[src/rtl/board_move_sequencer_pkg.sv]
// Shared definitions for the checkers move sequencer: square codes, FSM
// state encodings, packed command layout and the legality check.
package board_move_sequencer_pkg;

    // Square state codes as stored in the board state RAM
    localparam logic [7:0] SQ_EMPTY   = 8'h00;
    localparam logic [7:0] SQ_P1      = 8'h01;
    localparam logic [7:0] SQ_P2      = 8'h02;
    localparam logic [7:0] SQ_P1_KING = 8'h03;
    localparam logic [7:0] SQ_P2_KING = 8'h04;

    localparam int BOARD_N_DEF = 8;

    // FSM state encodings
    localparam logic [3:0] ST_IDLE    = 4'd0;
    localparam logic [3:0] ST_CHECK   = 4'd1;
    localparam logic [3:0] ST_SRC_SET = 4'd2;
    localparam logic [3:0] ST_SRC_STB = 4'd3;
    localparam logic [3:0] ST_CAP_SET = 4'd4;
    localparam logic [3:0] ST_CAP_STB = 4'd5;
    localparam logic [3:0] ST_DST_SET = 4'd6;
    localparam logic [3:0] ST_DST_STB = 4'd7;
    localparam logic [3:0] ST_DONE    = 4'd8;

    // Packed 57-bit queue entry; field offsets match the struct below
    localparam int CMD_W           = 57;
    localparam int CMD_SRC_X_LSB   = 0;
    localparam int CMD_SRC_Y_LSB   = 8;
    localparam int CMD_DST_X_LSB   = 16;
    localparam int CMD_DST_Y_LSB   = 24;
    localparam int CMD_PIECE_LSB   = 32;
    localparam int CMD_CAP_X_LSB   = 40;
    localparam int CMD_CAP_Y_LSB   = 48;
    localparam int CMD_CAPTURE_BIT = 56;

    typedef struct packed {
        logic       capture;
        logic [7:0] cap_y;
        logic [7:0] cap_x;
        logic [7:0] piece;
        logic [7:0] dst_y;
        logic [7:0] dst_x;
        logic [7:0] src_y;
        logic [7:0] src_x;
    } move_cmd_t;

    // A move is legal when every used coordinate is on the board and the
    // piece actually moves; the captured square only counts when used.
    function automatic logic cmd_is_legal(input move_cmd_t c, input int board_n);
        logic ok;
        ok = (int'(c.src_x) < board_n) && (int'(c.src_y) < board_n) &&
             (int'(c.dst_x) < board_n) && (int'(c.dst_y) < board_n);
        if (c.capture) begin
            ok = ok && (int'(c.cap_x) < board_n) && (int'(c.cap_y) < board_n);
        end
        if ((c.src_x == c.dst_x) && (c.src_y == c.dst_y)) begin
            ok = 1'b0;
        end
        return ok;
    endfunction

endpackage

[src/rtl/board_move_sequencer_move_cmd_fifo.sv]
// Synchronous command FIFO. No bypass: an entry pushed at an edge is visible
// at the head only after that edge. A push into a full FIFO is dropped even if
// a pop happens in the same cycle.
module move_cmd_fifo #(
    parameter int DEPTH = 4,
    parameter int W     = 57
) (
    input  logic                     clk,
    input  logic                     reset,
    input  logic                     push,
    input  logic [W-1:0]             wdata,
    input  logic                     pop,
    output logic [W-1:0]             rdata,
    output logic                     full,
    output logic                     empty,
    output logic [$clog2(DEPTH):0]   count
);

    localparam int AW = $clog2(DEPTH);
    localparam int CW = AW + 1;

    logic [W-1:0]  mem_q [DEPTH];
    logic [AW-1:0] wr_ptr_q, wr_ptr_d;
    logic [AW-1:0] rd_ptr_q, rd_ptr_d;
    logic [CW-1:0] count_q, count_d;
    logic          push_ok;
    logic          pop_ok;

    assign full    = (count_q == CW'(DEPTH));
    assign empty   = (count_q == '0);
    assign count   = count_q;
    assign rdata   = mem_q[rd_ptr_q];
    assign push_ok = push && !full;
    assign pop_ok  = pop && !empty;

    // Pointer and occupancy update; pointers wrap naturally at DEPTH (power of 2)
    always_comb begin
        wr_ptr_d = wr_ptr_q;
        rd_ptr_d = rd_ptr_q;
        count_d  = count_q;
        if (push_ok) begin
            wr_ptr_d = wr_ptr_q + AW'(1);
        end
        if (pop_ok) begin
            rd_ptr_d = rd_ptr_q + AW'(1);
        end
        case ({push_ok, pop_ok})
            2'b10:   count_d = count_q + CW'(1);
            2'b01:   count_d = count_q - CW'(1);
            default: count_d = count_q;
        endcase
    end

    // Pointer/count registers with synchronous active-low reset
    always_ff @(posedge clk) begin
        if (!reset) begin
            wr_ptr_q <= '0;
            rd_ptr_q <= '0;
            count_q  <= '0;
        end else begin
            wr_ptr_q <= wr_ptr_d;
            rd_ptr_q <= rd_ptr_d;
            count_q  <= count_d;
        end
    end

    // Storage array; contents need no reset since count gates visibility
    always_ff @(posedge clk) begin
        if (reset && push_ok) begin
            mem_q[wr_ptr_q] <= wdata;
        end
    end

endmodule

[src/rtl/board_move_sequencer.sv]
// Turns one queued checkers move into an ordered train of single-square RAM
// writes: clear source, clear captured square (optional), write destination.
// Each write is a SET cycle (address/data settle, wea=0) followed by a STB
// cycle (same address/data, wea=1). All RAM-side outputs are registered and
// are computed from the next state so they line up with the state's cycle.
// Handshake: a command is taken at a clock edge where cmd_valid && cmd_ready;
// cmd_ready is simply "queue not full" and does not depend on cmd_valid.
module board_move_sequencer
    import board_move_sequencer_pkg::*;
#(
    parameter int         FIFO_DEPTH = 4,
    parameter int         BOARD_N    = BOARD_N_DEF,
    parameter logic [7:0] CLEAR_CODE = 8'h00
) (
    input  logic                          clk,
    input  logic                          reset,
    input  logic                          cmd_valid,
    output logic                          cmd_ready,
    input  logic [7:0]                    cmd_src_x,
    input  logic [7:0]                    cmd_src_y,
    input  logic [7:0]                    cmd_dst_x,
    input  logic [7:0]                    cmd_dst_y,
    input  logic [7:0]                    cmd_piece,
    input  logic                          cmd_capture,
    input  logic [7:0]                    cmd_cap_x,
    input  logic [7:0]                    cmd_cap_y,
    output logic [7:0]                    locX_state,
    output logic [7:0]                    locY_state,
    output logic [7:0]                    update_state,
    output logic                          wea_state_ram,
    output logic                          busy,
    output logic                          done,
    output logic                          err,
    output logic [$clog2(FIFO_DEPTH):0]   fifo_count,
    output logic [3:0]                    dbg_state
);

    move_cmd_t  push_cmd;
    logic [CMD_W-1:0] fifo_rdata;
    logic       fifo_full;
    logic       fifo_empty;
    logic       fifo_push;
    logic       fifo_pop;

    logic [3:0] state_q, state_d;
    move_cmd_t  cmd_q, cmd_d;
    logic [7:0] loc_x_q, loc_x_d;
    logic [7:0] loc_y_q, loc_y_d;
    logic [7:0] upd_q, upd_d;
    logic       wea_q, wea_d;
    logic       done_q, done_d;
    logic       err_q, err_d;

    assign push_cmd = '{capture: cmd_capture, cap_y: cmd_cap_y, cap_x: cmd_cap_x,
                        piece: cmd_piece, dst_y: cmd_dst_y, dst_x: cmd_dst_x,
                        src_y: cmd_src_y, src_x: cmd_src_x};

    assign fifo_push = cmd_valid && reset;
    assign fifo_pop  = (state_q == ST_IDLE) && !fifo_empty;

    move_cmd_fifo #(
        .DEPTH (FIFO_DEPTH),
        .W     (CMD_W)
    ) u_fifo (
        .clk   (clk),
        .reset (reset),
        .push  (fifo_push),
        .wdata (push_cmd),
        .pop   (fifo_pop),
        .rdata (fifo_rdata),
        .full  (fifo_full),
        .empty (fifo_empty),
        .count (fifo_count)
    );

    // Next state, working command and registered RAM-side outputs
    always_comb begin
        state_d = state_q;
        cmd_d   = cmd_q;
        loc_x_d = loc_x_q;
        loc_y_d = loc_y_q;
        upd_d   = upd_q;
        wea_d   = 1'b0;
        done_d  = 1'b0;
        err_d   = 1'b0;

        case (state_q)
            ST_IDLE: begin
                if (!fifo_empty) begin
                    cmd_d   = move_cmd_t'(fifo_rdata);
                    state_d = ST_CHECK;
                    // Flag is raised while in CHECK so err lines up with that cycle
                    err_d   = !cmd_is_legal(move_cmd_t'(fifo_rdata), BOARD_N);
                end
            end
            ST_CHECK:   state_d = cmd_is_legal(cmd_q, BOARD_N) ? ST_SRC_SET : ST_IDLE;
            ST_SRC_SET: state_d = ST_SRC_STB;
            ST_SRC_STB: state_d = cmd_q.capture ? ST_CAP_SET : ST_DST_SET;
            ST_CAP_SET: state_d = ST_CAP_STB;
            ST_CAP_STB: state_d = ST_DST_SET;
            ST_DST_SET: state_d = ST_DST_STB;
            ST_DST_STB: state_d = ST_DONE;
            ST_DONE:    state_d = ST_IDLE;
            default:    state_d = ST_IDLE;
        endcase

        // Outputs follow the state being entered; outside writes they hold
        case (state_d)
            ST_SRC_SET, ST_SRC_STB: begin
                loc_x_d = cmd_d.src_x;
                loc_y_d = cmd_d.src_y;
                upd_d   = CLEAR_CODE;
            end
            ST_CAP_SET, ST_CAP_STB: begin
                loc_x_d = cmd_d.cap_x;
                loc_y_d = cmd_d.cap_y;
                upd_d   = CLEAR_CODE;
            end
            ST_DST_SET, ST_DST_STB: begin
                loc_x_d = cmd_d.dst_x;
                loc_y_d = cmd_d.dst_y;
                upd_d   = cmd_d.piece;
            end
            default: ;
        endcase

        wea_d  = (state_d == ST_SRC_STB) || (state_d == ST_CAP_STB) ||
                 (state_d == ST_DST_STB);
        done_d = (state_d == ST_DONE);
    end

    // State and output registers; reset abandons any move in the same edge
    always_ff @(posedge clk) begin
        if (!reset) begin
            state_q <= ST_IDLE;
            cmd_q   <= '0;
            loc_x_q <= '0;
            loc_y_q <= '0;
            upd_q   <= '0;
            wea_q   <= 1'b0;
            done_q  <= 1'b0;
            err_q   <= 1'b0;
        end else begin
            state_q <= state_d;
            cmd_q   <= cmd_d;
            loc_x_q <= loc_x_d;
            loc_y_q <= loc_y_d;
            upd_q   <= upd_d;
            wea_q   <= wea_d;
            done_q  <= done_d;
            err_q   <= err_d;
        end
    end

    assign cmd_ready     = !fifo_full;
    assign busy          = (state_q != ST_IDLE) || !fifo_empty;
    assign locX_state    = loc_x_q;
    assign locY_state    = loc_y_q;
    assign update_state  = upd_q;
    assign wea_state_ram = wea_q;
    assign done          = done_q;
    assign err           = err_q;
    assign dbg_state     = state_q;

endmodule
[config.mk]
export PLATFORM = sky130hd
export DESIGN_NAME = board_move_sequencer
export DESIGN_NICKNAME = d
export VERILOG_FILES = /design/src/rtl/board_move_sequencer_pkg.sv /design/src/rtl/board_move_sequencer_move_cmd_fifo.sv /design/src/rtl/board_move_sequencer.sv
export SDC_FILE = /design/constraint.sdc
export NUM_CORES = 1
export LEC_CHECK = 0
export BUFFER_PORTS_ARGS = -buffer_cell sky130_fd_sc_hd__buf_2
export CORE_ASPECT_RATIO = 0.75
export CORE_MARGIN = 2
export CORE_UTILIZATION = 35
export CTS_BUF_LIST = sky130_fd_sc_hd__clkbuf_4
export CTS_CLUSTER_SIZE = 25
export DETAILED_ROUTE_END_ITERATION = 8
export PLACE_DENSITY = 0.51
export SLEW_MARGIN = 10
export SYNTH_ARGS = -nofsm -noshare
export SYNTH_HDL_FRONTEND = slang
export SYNTH_SLANG_ARGS = --single-unit
[constraint.sdc]
create_clock -name clk -period 5.8 [get_ports clk]
set_clock_uncertainty 0.1 [all_clocks]
set_input_delay 1.45 -clock clk [delete_from_list [all_inputs] [get_ports clk]]
set_output_delay 1.45 -clock clk [all_outputs]
set_load 0.05 [all_outputs]
### After elaboration in Yosys (flattened, before gate mapping)

Memories as Yosys holds them, arrays and structs flattened. A register that Yosys moved wholly into a read port is not among the register bits.
Cells that the tools add are included.

| word-level totals | value |
|---|---|
| flip-flop bits (word level) | 95 |
| latch bits | 0 |
| bits in writable memories | 228 |
| ROM bits | 0 |
| input port bits | 60 |
| output and inout port bits | 36 |
| word-level logic and storage cells | 115 |
| memories | 1 |

Memories:

| memory | depth | width | read ports | clocked after memory_dff | wr ports | RTL line | source |
|---|---|---|---|---|---|---|---|
| u_fifo.mem_q | 4 | 57 | 1 | 1 | 1 | board_move_sequencer_move_cmd_fifo.sv:22 | `logic [W-1:0] mem_q [DEPTH];` |

| cells by class | value |
|---|---|
| $add $sub $neg | 4 |
| multipliers | 0 |
| div/mod/pow operators | 0 |
| order comparisons | 12 |
| equality and inequality tests | 21 |
| shifts and indexed selects | 0 |
| mux-type cells | 21 |
| bitwise gates (word level) | 3 |
| reductions and logical operators | 35 |

Operator list:

| kind | count |
|---|---|
| two-way mux 56 bit | 2 |
| < comparator 8 x 4 -> 1 bit (second input constant) | 12 |
| case mux 8 bit (3 select lines) | 2 |
| == test 4 x 3 -> 1 bit (second input constant) | 8 |
| == test 8 bit | 4 |
| case mux 4 bit (8 select lines) | 1 |
| logical AND 1 bit | 17 |
| == test 4 x 2 -> 1 bit (second input constant) | 4 |
| case mux 8 bit (2 select lines) | 1 |
| two-way mux 1 bit | 9 |
| two-way mux 2 bit | 4 |
| case mux 3 bit (2 select lines) | 1 |
| OR reduction 2 bit | 3 |
| adder 2 x 1 -> 2 bit (second input constant) | 2 |
| == test 4 x 1 -> 1 bit (second input constant) | 1 |
| == test 4 bit (second input constant) | 1 |
| logical NOT 4 bit | 1 |
| two-way mux 4 bit | 1 |
| nonzero test 2 bit | 2 |
| nonzero test 4 bit | 1 |
| OR reduction 4 bit | 1 |
| adder 3 x 1 -> 3 bit (second input constant) | 1 |
| == test 3 bit (second input constant) | 1 |
| logical NOT 1 bit | 3 |
| other kinds (9) | 13 |

### Logic depth before layout (Yosys ltp)

Gate-level depths: netlist of the first run.

| logic depth | value |
|---|---|
| depth in word-level cells | 14 |
| depth in mapped cells | 12 |
| gate-level depth less buffers | 9 |

### Modules after synthesis

From an unflattened synthesis of the first run, not the netlist that was laid out.

| second synthesis, totals | value |
|---|---|
| cells, all modules | 843 |
| area, all modules | 12776.0 um^2 |

By module, submodules not included:

| module | times used | cells an instance | area an instance (um^2) | sequential area each (um^2) |
|---|---|---|---|---|
| move_cmd_fifo | 1 | 351 | 8710.9 | 7026.7 |
| board_move_sequencer | 1 | 492 | 4065.1 | 1761.7 |

### Worst setup path after synthesis of the first run

No wires, ideal clock.

| timing | value |
|---|---|
| path type | in2reg |
| from | input reset |
| to | memory u_fifo.mem_q[0][0] (enable) |
| setup time | 0.472 ns |
| data arrival time | 4.344 ns |
| data required time | 5.228 ns |
| path slack | 0.884 ns |
| stages on the path | 3 |
| buffers on the path | 1 |
| path through | clkbuf_1 nand3_1 nor2_1 |

| on the way | value |
|---|---|
| word-level cells in the longest chain between the ends | 5 |

Ends and longest elaborated chain:

| element | RTL line | source |
|---|---|---|
| start: declaration | board_move_sequencer.sv:16 | `input logic reset,` |
| logical AND 1 bit | board_move_sequencer.sv:58 | `assign fifo_push = cmd_valid && reset;` |
| logical AND 1 bit | board_move_sequencer_move_cmd_fifo.sv:33 | `assign push_ok = push && !full;` |
| logical AND 1 bit * | board_move_sequencer_move_cmd_fifo.sv:69 | `if (reset && push_ok) begin` |
| two-way mux 1 bit * | board_move_sequencer_move_cmd_fifo.sv:69 |  |
| two-way mux 1 bit (not written as such) * | board_move_sequencer_move_cmd_fifo.sv:70 | `mem_q[wr_ptr_q] <= wdata;` |
| end: declaration | board_move_sequencer_move_cmd_fifo.sv:22 |  |

Mark *: on every way between the ends. The rest lies on a longest branch, timed or not.

### Worst setup path in the final report of the first run

| timing | value |
|---|---|
| from | register state_q[2] (netlist: dbg_state[2]) |
| to | output busy |

| on the way | value |
|---|---|
| word-level cells in the longest chain between the ends | 2 |

Ends and longest elaborated chain:

| element | RTL line | source |
|---|---|---|
| start: declaration | board_move_sequencer.sv:45 | `logic [3:0] state_q, state_d;` |
| start signal: assignment | board_move_sequencer.sv:144 | `state_q <= state_d;` |
| nonzero test 4 bit | board_move_sequencer.sv:156 | `assign busy = (state_q != ST_IDLE) \|\| !fifo_empty;` |
| logical OR 1 bit | board_move_sequencer.sv:156 |  |
| end: declaration | board_move_sequencer.sv:31 | `output logic busy,` |

Every way passes these cells.

==> results of run 1 <==
[power by group through the flow]
stage / sequential, mW / clock [mW] / combinational [mW]
after floorplan: 3.20 / 0 / 1.50
after global placement: 3.18 / 0 / 2.14
after detailed placement: 3.18 / 0 / 2.14
after CTS: 3.14 / 1.93 / 2.15
after global routing: 3.17 / 2.06 / 2.31
final: 3.12 / 1.87 / 2.13
[cell usage in the layout (no fill, tap or decap), drive strengths merged]
cell type and n:
a211o 1, nor4b 1, diode 2, or3 1, a311oi 16, nand2 25, and3 1, a22oi 1
and2 1, o21ai 5, nand4 6, nor2b 1, fa 1, nand2b 14, nor3 3, nor4 18
edfxtp 228, a32o 8, a211oi 2, or2 4, o21a 1, nor2 99, nor3b 1, clkinv 22
mux2i 64, xor2 21, nand3 9, dfxtp 97, a31oi 1, nand3b 2, mux4 57, inv 13
ha 5, xnor2 17, clkbuf 122, buf 109, a21oi 30
[layout make-up]
type	instances	area (sq um)	share of cell area
timing repair buffer	109	581	0.0393
sequential	325	8790	0.595
clock buffer	122	916	0.0619
clock inverter	24	91.3	0.00618
tap	465	582	0.0394
inverter	11	41.3	0.00279
multi-input combinational	416	3780	0.255
antenna	2	5.00	0.000338
[state kept, by name (all words and copies together), names as in the netlist, named ones only]
register	flops
u_fifo.count	3
done	1
locY_state	8
dbg_state	4
wea_state_ram	1
u_fifo.wr_ptr_q	2
u_fifo.rd_ptr_q	2
cmd_q	57
update_state	8
locX_state	8
err	1
u_fifo.mem_q	228
[cell families (layout without fill, tap and decap cells)]
family | Yosys count | after routing | synth area share
DFF | 325 | 325 | 0.685
and+or+nand+nor | 186 | 186 | 0.0677
muxes | 121 | 121 | 0.150
AOI/OAI and AO/OA | 65 | 65 | 0.0415
buffers and inverters | 56 | 266 | 0.0228
xor gates and xnor gates | 38 | 38 | 0.0260
adders and majority gates | 6 | 6 | 0.00644
other | 0 | 2 | 0
[tightest hold or removal path: cells and delay by family (launching register included)]
kind             cells  cell delay, ns
flip-flops           1            0.30
AO/OA/AOI/OAI        1            0.07
AND/OR/NAND/NOR      1            0.04
[metal layers]
metal	wire, microns	vias to the layer above
met5	13	-
met4	408	2
met3	1640	37
met2	13100	200
met1	15800	3680
li1	-	3399
[metrics by stage]
| stage | power (mW) | utilization | setup WS, ns | cell area, sq um |
|---|---|---|---|---|
| CTS | 7.22 | 0.411 | 2.30 | 14800 |
| global route | 7.53 | 0.411 | 2.13 | 14800 |
| global placement | 5.32 | 0.383 | 1.95 | 13800 |
| detailed placement | 5.32 | 0.383 | 1.95 | 13800 |
| floorplan | 4.71 | - | 0.884 | 12800 |
| finish | 7.12 | 0.411 | 2.41 | 14800 |
[final timing paths]
kind / from / end / cells after the start
setup / recovery: dbg_state[2]$_SDFF_PN0_ / busy / 3
hold / removal: cmd_q[39]$_SDFF_PN0_ / cmd_q[39]$_SDFF_PN0_ / 2
setup reg to reg: dbg_state[2]$_SDFF_PN0_ / u_fifo.count[2]$_SDFFE_PN0P_ / 9
hold reg to reg: cmd_q[39]$_SDFF_PN0_ / cmd_q[39]$_SDFF_PN0_ / 2
==> results.py, run 1 <==
metrics = {
    "cts": {
        "cts_max_level": 3,
        "cts-root-buf": "clkbuf_4",
        "cts_resized": 0,
        "postCtsSetupRepairBufs": 0,
        "clk_pin_slew_ns": 0.07,
        "clock-sinks": 325,
        "numCtsBuffers": 82,
        "cts_tree": "yes",
        "postCtsHoldBufs": 0,
        "insertion_delay_ns": 0.75,
        "max-clock-path-buffers": 3,
    },
    "route": {
        "drt_iter0_markers": 488,
        "vias_per_cell": 4.96,
        "first_pass_iters": 5,
        "totalWireLength_mm": 31.0,
        "drc_errors": 0,
        "avgRoutedWirePerCell_microns": 21.0,
        "ant_nets": 0,
        "via_count": 7318,
    },
    "logic_synthesis": {
        "yosysMostFrequentCell": "edfxtp_1",
        "synthArstFlopShare": 0,
        "synth_area_sq_mm": 0.0128,
        "yosys.area.top_type": "edfxtp_1",
        "ys.flop_type": "edfxtp_1",
        "yosysTopAreaCellShare": 0.534,
        "yosys-top-cells-area": "edfxtp_1 53%, dfxtp_1 15%, mux4_2 10%, mux2i_1 5.0%, nor2_1 2.9%",
        "avgSynthCellArea_sq_um": 16.1,
        "ys_warn_count": 0,
        "yosysSeqAreaShare": 0.685,
        "netlist_instances": 797,
        "synthesis.nets": 863,
        "ys_types": 43,
        "synth_edf_count": 228,
        "synth_common_cells": "228 x edfxtp_1, 98 x nor2_1, 97 x dfxtp_1",
        "ys_ff_latch": 325,
    },
    "worst_setup_path": {
        "crit_family": "simple AND/OR/NAND/NOR gates",
        "cp.required_ns": 4.25,
        "crit_type": "reg -> out",
        "startpoint_type": "register",
        "crit_path_max_fanout": 9,
        "max_stage_delay_ns": 0.40,
        "cpMaxStageDelayCell": "dfxtp_1",
        "worstSetupEndpointType": "primary output",
        "cp.arrival_ns": 1.84,
        "crit_chain": "nor2_2 > nand3_1 > buf_2",
        "crit_buf_inv": 1,
        "r2r_slack_ns": 2.48,
    },
    "pwr": {
        "p_int_mw": 4.63,
        "p_sw_frac": 0.350,
        "pwr-share-seq": 0.439,
        "power_density_mw_per_mm2": 482,
        "p_leak_nw": 5.24,
        "vdd_drop_max_v": 0.000158,
        "p_comb_frac": 0.299,
        "p_clk_frac": 0.262,
        "switchingPower_mw": 2.49,
    },
    "min_path": {
        "hold_path.class": "reg -> reg",
    },
    "grt": {
        "globalRouteMet3Util": 0.0485,
        "gr-usage-met1": 0.251,
        "grt_max_degree": 58,
        "grt_remaining_overflow": 0,
        "busiest_layer": "met1",
        "track_usage": 0.167,
        "grt_first_pass_wirelength_mm": 46.9,
        "antenna_found_initial": 2,
        "grtUsageMet2": 0.234,
        "first_global_vias": 7467,
    },
    "sta": {
        "tns_ns": 0,
        "slew_headroom": 0.328,
        "setup_viol": 0,
        "finalCritPeriodShare": 0.585,
        "fmax_mhz": 295,
        "worst_slew_pin_slew_ns": 1.01,
        "finalHoldViolations": 0,
        "maxSlewViolCount": 0,
        "fin_crit_ns": 3.39,
        "worst_hold_slack_ns": 0.362,
        "rsz0062_at_grt": "no",
    },
    "die": {
        "initial_core_util": 0.357,
        "rows": 60,
        "die_h_microns": 170,
        "placeableCoreArea_sq_mm": 0.0360,
        "dieArea_sq_mm": 0.0382,
        "io-pin-count": 96,
        "fp.dieW_microns": 225,
    },
    "cells_and_area": {
        "drive_above_1_share": 0.317,
        "final_net_count": 1011,
        "stdcell_count": 1474,
        "fillers": 3327,
        "syn2layout_area_growth_pct": 15.3,
    },
    "place": {
        "place_congestion": 0.776,
        "io_buffers": 95,
        "dp_hpwl_mm": 20.6,
        "dp_cells": 1326,
    },
    "flow_run": {
        "drv_cap": 0,
    },
    "outcome": {
        "status": "finished clean",
    },
}
(Power assumes the default switching activity.)
==> run 2: changes to the inputs <==
- ABC_AREA: unset -> 1
- clock period: 5.8 -> 3.5 ns (I/O delays scaled with it)
==> results.py, run 2 <==
metrics = {
    "place": {
        "dp_hpwl_mm": 22.2,
        "dp_cells": 1925,
        "place_congestion": 0.814,
        "placed_area_sq_mm": 0.0146,
        "io_buffers": 95,
    },
    "worst_setup_path": {
        "critPathLaunch": "u_fifo.count[0]$_SDFFE_PN0P_",
        "crit_family": "simple AND/OR/NAND/NOR gates",
        "startpoint_type": "register",
        "endpoint": "busy",
        "r2r_slack_ns": 1.06,
        "cp.arrival_ns": 1.77,
        "crit_buf_inv": 1,
        "cpMaxStageDelayCell": "dfxtp_1",
        "crit_chain": "nor3_2 > nand3_1 > buf_2",
        "max_stage_delay_ns": 0.34,
        "r2r-end": "locX_state[0]$_SDFFE_PN0P_",
        "cp.depth": 3,
        "reg2reg_from": "dbg_state[0]$_SDFF_PN0_",
        "crit_type": "reg -> out",
        "worstSetupEndpointType": "primary output",
        "crit_path_max_fanout": 5,
        "cp.required_ns": 2.52,
        "rr_worst_depth": 11,
    },
    "die": {
        "rows": 62,
        "die_h_microns": 175,
        "io-pin-count": 96,
        "initial_core_util": 0.355,
        "dieArea_sq_mm": 0.0404,
        "placeableCoreArea_sq_mm": 0.0382,
        "fp.dieW_microns": 231,
    },
    "sta": {
        "worst_slew_pin_slew_ns": 0.750,
        "slew_headroom": 0.500,
        "setup_viol": 0,
        "finalCritPeriodShare": 0.785,
        "finalHoldViolations": 0,
        "fin_crit_ns": 2.75,
        "maxSlewViolCount": 0,
        "rsz0062_at_grt": "no",
        "fmax_mhz": 364,
        "tns_ns": 0,
        "worst_hold_slack_ns": 0.252,
    },
    "route": {
        "vias_per_cell": 4.75,
        "drt_iter0_markers": 743,
        "first_pass_iters": 5,
        "ant_nets": 0,
        "totalWireLength_mm": 34.6,
        "wl_met3_mm": 2.42,
        "highest_layer": "met5",
        "drc_errors": 0,
        "via_count": 9827,
        "avgRoutedWirePerCell_microns": 16.7,
        "met2_length_mm": 14.8,
        "met1_length_mm": 16.7,
    },
    "cts": {
        "numCtsBuffers": 86,
        "cts_tree": "yes",
        "max-clock-path-buffers": 3,
        "clock-sinks": 325,
        "cts_resized": 0,
        "postCtsSetupRepairBufs": 0,
        "cts-root-buf": "clkbuf_4",
        "postCtsHoldBufs": 0,
        "cts_max_level": 3,
        "clk_pin_slew_ns": 0.06,
        "insertion_delay_ns": 0.74,
    },
    "min_path": {
        "hold_path.class": "in -> reg",
        "hp-start": "cmd_dst_x[6]",
    },
    "logic_synthesis": {
        "yosysSeqAreaShare": 0.647,
        "yosys-top-cells-area": "edfxtp_1 50%, dfxtp_1 14%, nand2_1 11%, nor2_1 5.2%, nand3_1 3.5%",
        "synth_area_sq_mm": 0.0136,
        "ys.flop_type": "edfxtp_1",
        "ys_ff_latch": 325,
        "ys_types": 35,
        "yosys.area.top_type": "edfxtp_1",
        "yosysTopAreaCellShare": 0.504,
        "synth_common_cells": "386 x nand2_1, 228 x edfxtp_1, 187 x nor2_1",
        "synthArstFlopShare": 0,
        "avgSynthCellArea_sq_um": 9.92,
        "ys_warn_count": 0,
        "yosysMostFrequentCell": "nand2_1",
        "netlist_instances": 1369,
        "synthesis.nets": 1435,
        "synth_edf_count": 228,
    },
    "cells_and_area": {
        "fin_area_sq_mm": 0.0157,
        "largest_register_ffs": 228,
        "final_net_count": 1567,
        "drive_above_1_share": 0.177,
        "regMostFlops": "u_fifo.mem_q",
        "layout_common_cells": "386 x nand2_1, 228 x edfxtp_1, 183 x nor2_1, 131 x clkbuf_4",
        "final_common_cell": "nand2_1",
        "stdcell_count": 2071,
        "top_regs": "u_fifo.mem_q x228, cmd_q x57",
        "syn2layout_area_growth_pct": 15.5,
    },
    "grt": {
        "track_usage": 0.175,
        "grt_first_pass_wirelength_mm": 54.0,
        "grt_max_degree": 89,
        "first_global_vias": 9384,
        "antenna_found_initial": 5,
        "grt_remaining_overflow": 0,
    },
    "pwr": {
        "power_density_mw_per_mm2": 790,
        "total_power_mw": 12.4,
        "p_leak_nw": 6.22,
        "vdd_drop_max_v": 0.000420,
    },
    "outcome": {
        "status": "finished clean",
    },
    "flow_run": {
        "drv_cap": 0,
    },
}
==> run 2: cell types whose count changed in the layout (fill, tap and decap cells not counted), sizes merged, moves of 16 or more <==
cell,before,now
a21oi,30,10
o21ai,5,93
mux4,57,0
a311oi,16,0
xor2,21,0
nand2,25,390
nand3b,2,30
inv,13,69
mux2i,64,0
nor2,99,193
nor4,18,0
nand3,9,95
==> run 2: logic make-up after synthesis <==
logic type | share of synthesized area
compound gates | 0.0541
xor+xnor | 0.00838
simple gates | 0.238
fa+ha+maj | 0.00608
buf+inv | 0.0464
flops | 0.647
==> run 2: routing by layer <==
metal / vias to the layer above / track usage
met4: 6 / 0.0540
met5: - / 0
met1: 4557 / 0.255
li1: 4922 / -
met2: 281 / 0.251
met3: 61 / 0.0480
==> run 2: worst min-delay path by stage <==
| stage | endpoint | slack [ns] | cells after the start |
|---|---|---|---|
| finish | u_fifo.mem_q[3][22]$_DFFE_PP_ | 0.25 | 1 |
| detailed placement | update_state[1]$_SDFFE_PN0P_ | 0.35 | 2 |
| floorplan | register | 0.34 | 2 |
| global route | u_fifo.mem_q[3][22]$_DFFE_PP_ | 0.19 | 1 |
| CTS | u_fifo.mem_q[3][22]$_DFFE_PP_ | 0.20 | 1 |
| global placement | update_state[3]$_SDFFE_PN0P_ | 0.35 | 2 |
==> run 2: final cells by class <==
class,count,area (sq um)
multi-input combinational,903,4200
antenna,2,5.00
clock inverter,13,78.8
clock buffer,131,983
inverter,69,259
tap,512,641
sequential,325,8790
timing repair buffer,116,733
fill,3753,22600
==> run 2: stage by stage <==
step           utilization  setup WS, ns
3_3_place_gp         0.382         0.854
2_1_floorplan            -        -0.194
6_report             0.410         0.752
5_1_grt              0.410         0.639
4_1_cts              0.410         0.698
3_5_place_dp         0.382         0.816
==> run 2: where the power goes <==
part / total [mW] / internal, mW / switching, mW
sequential: 4.80 / 4.57 / 0.228
clock: 3.25 / 1.76 / 1.49
combinational: 4.34 / 1.34 / 3.00
==> run 2: worst register-to-register path, stage by stage (launching register included) <==
cell and delay [ns]:
dfxtp_1 0.38, nor2_2 0.16, nand2_1 0.11, nor2_4 0.17, buf_12 0.29, inv_1 0.32, nor2_1 0.26, nor2_1 0.07
nand4_1 0.09, nand2_1 0.07, nor2_1 0.25, nor2_1 0.07
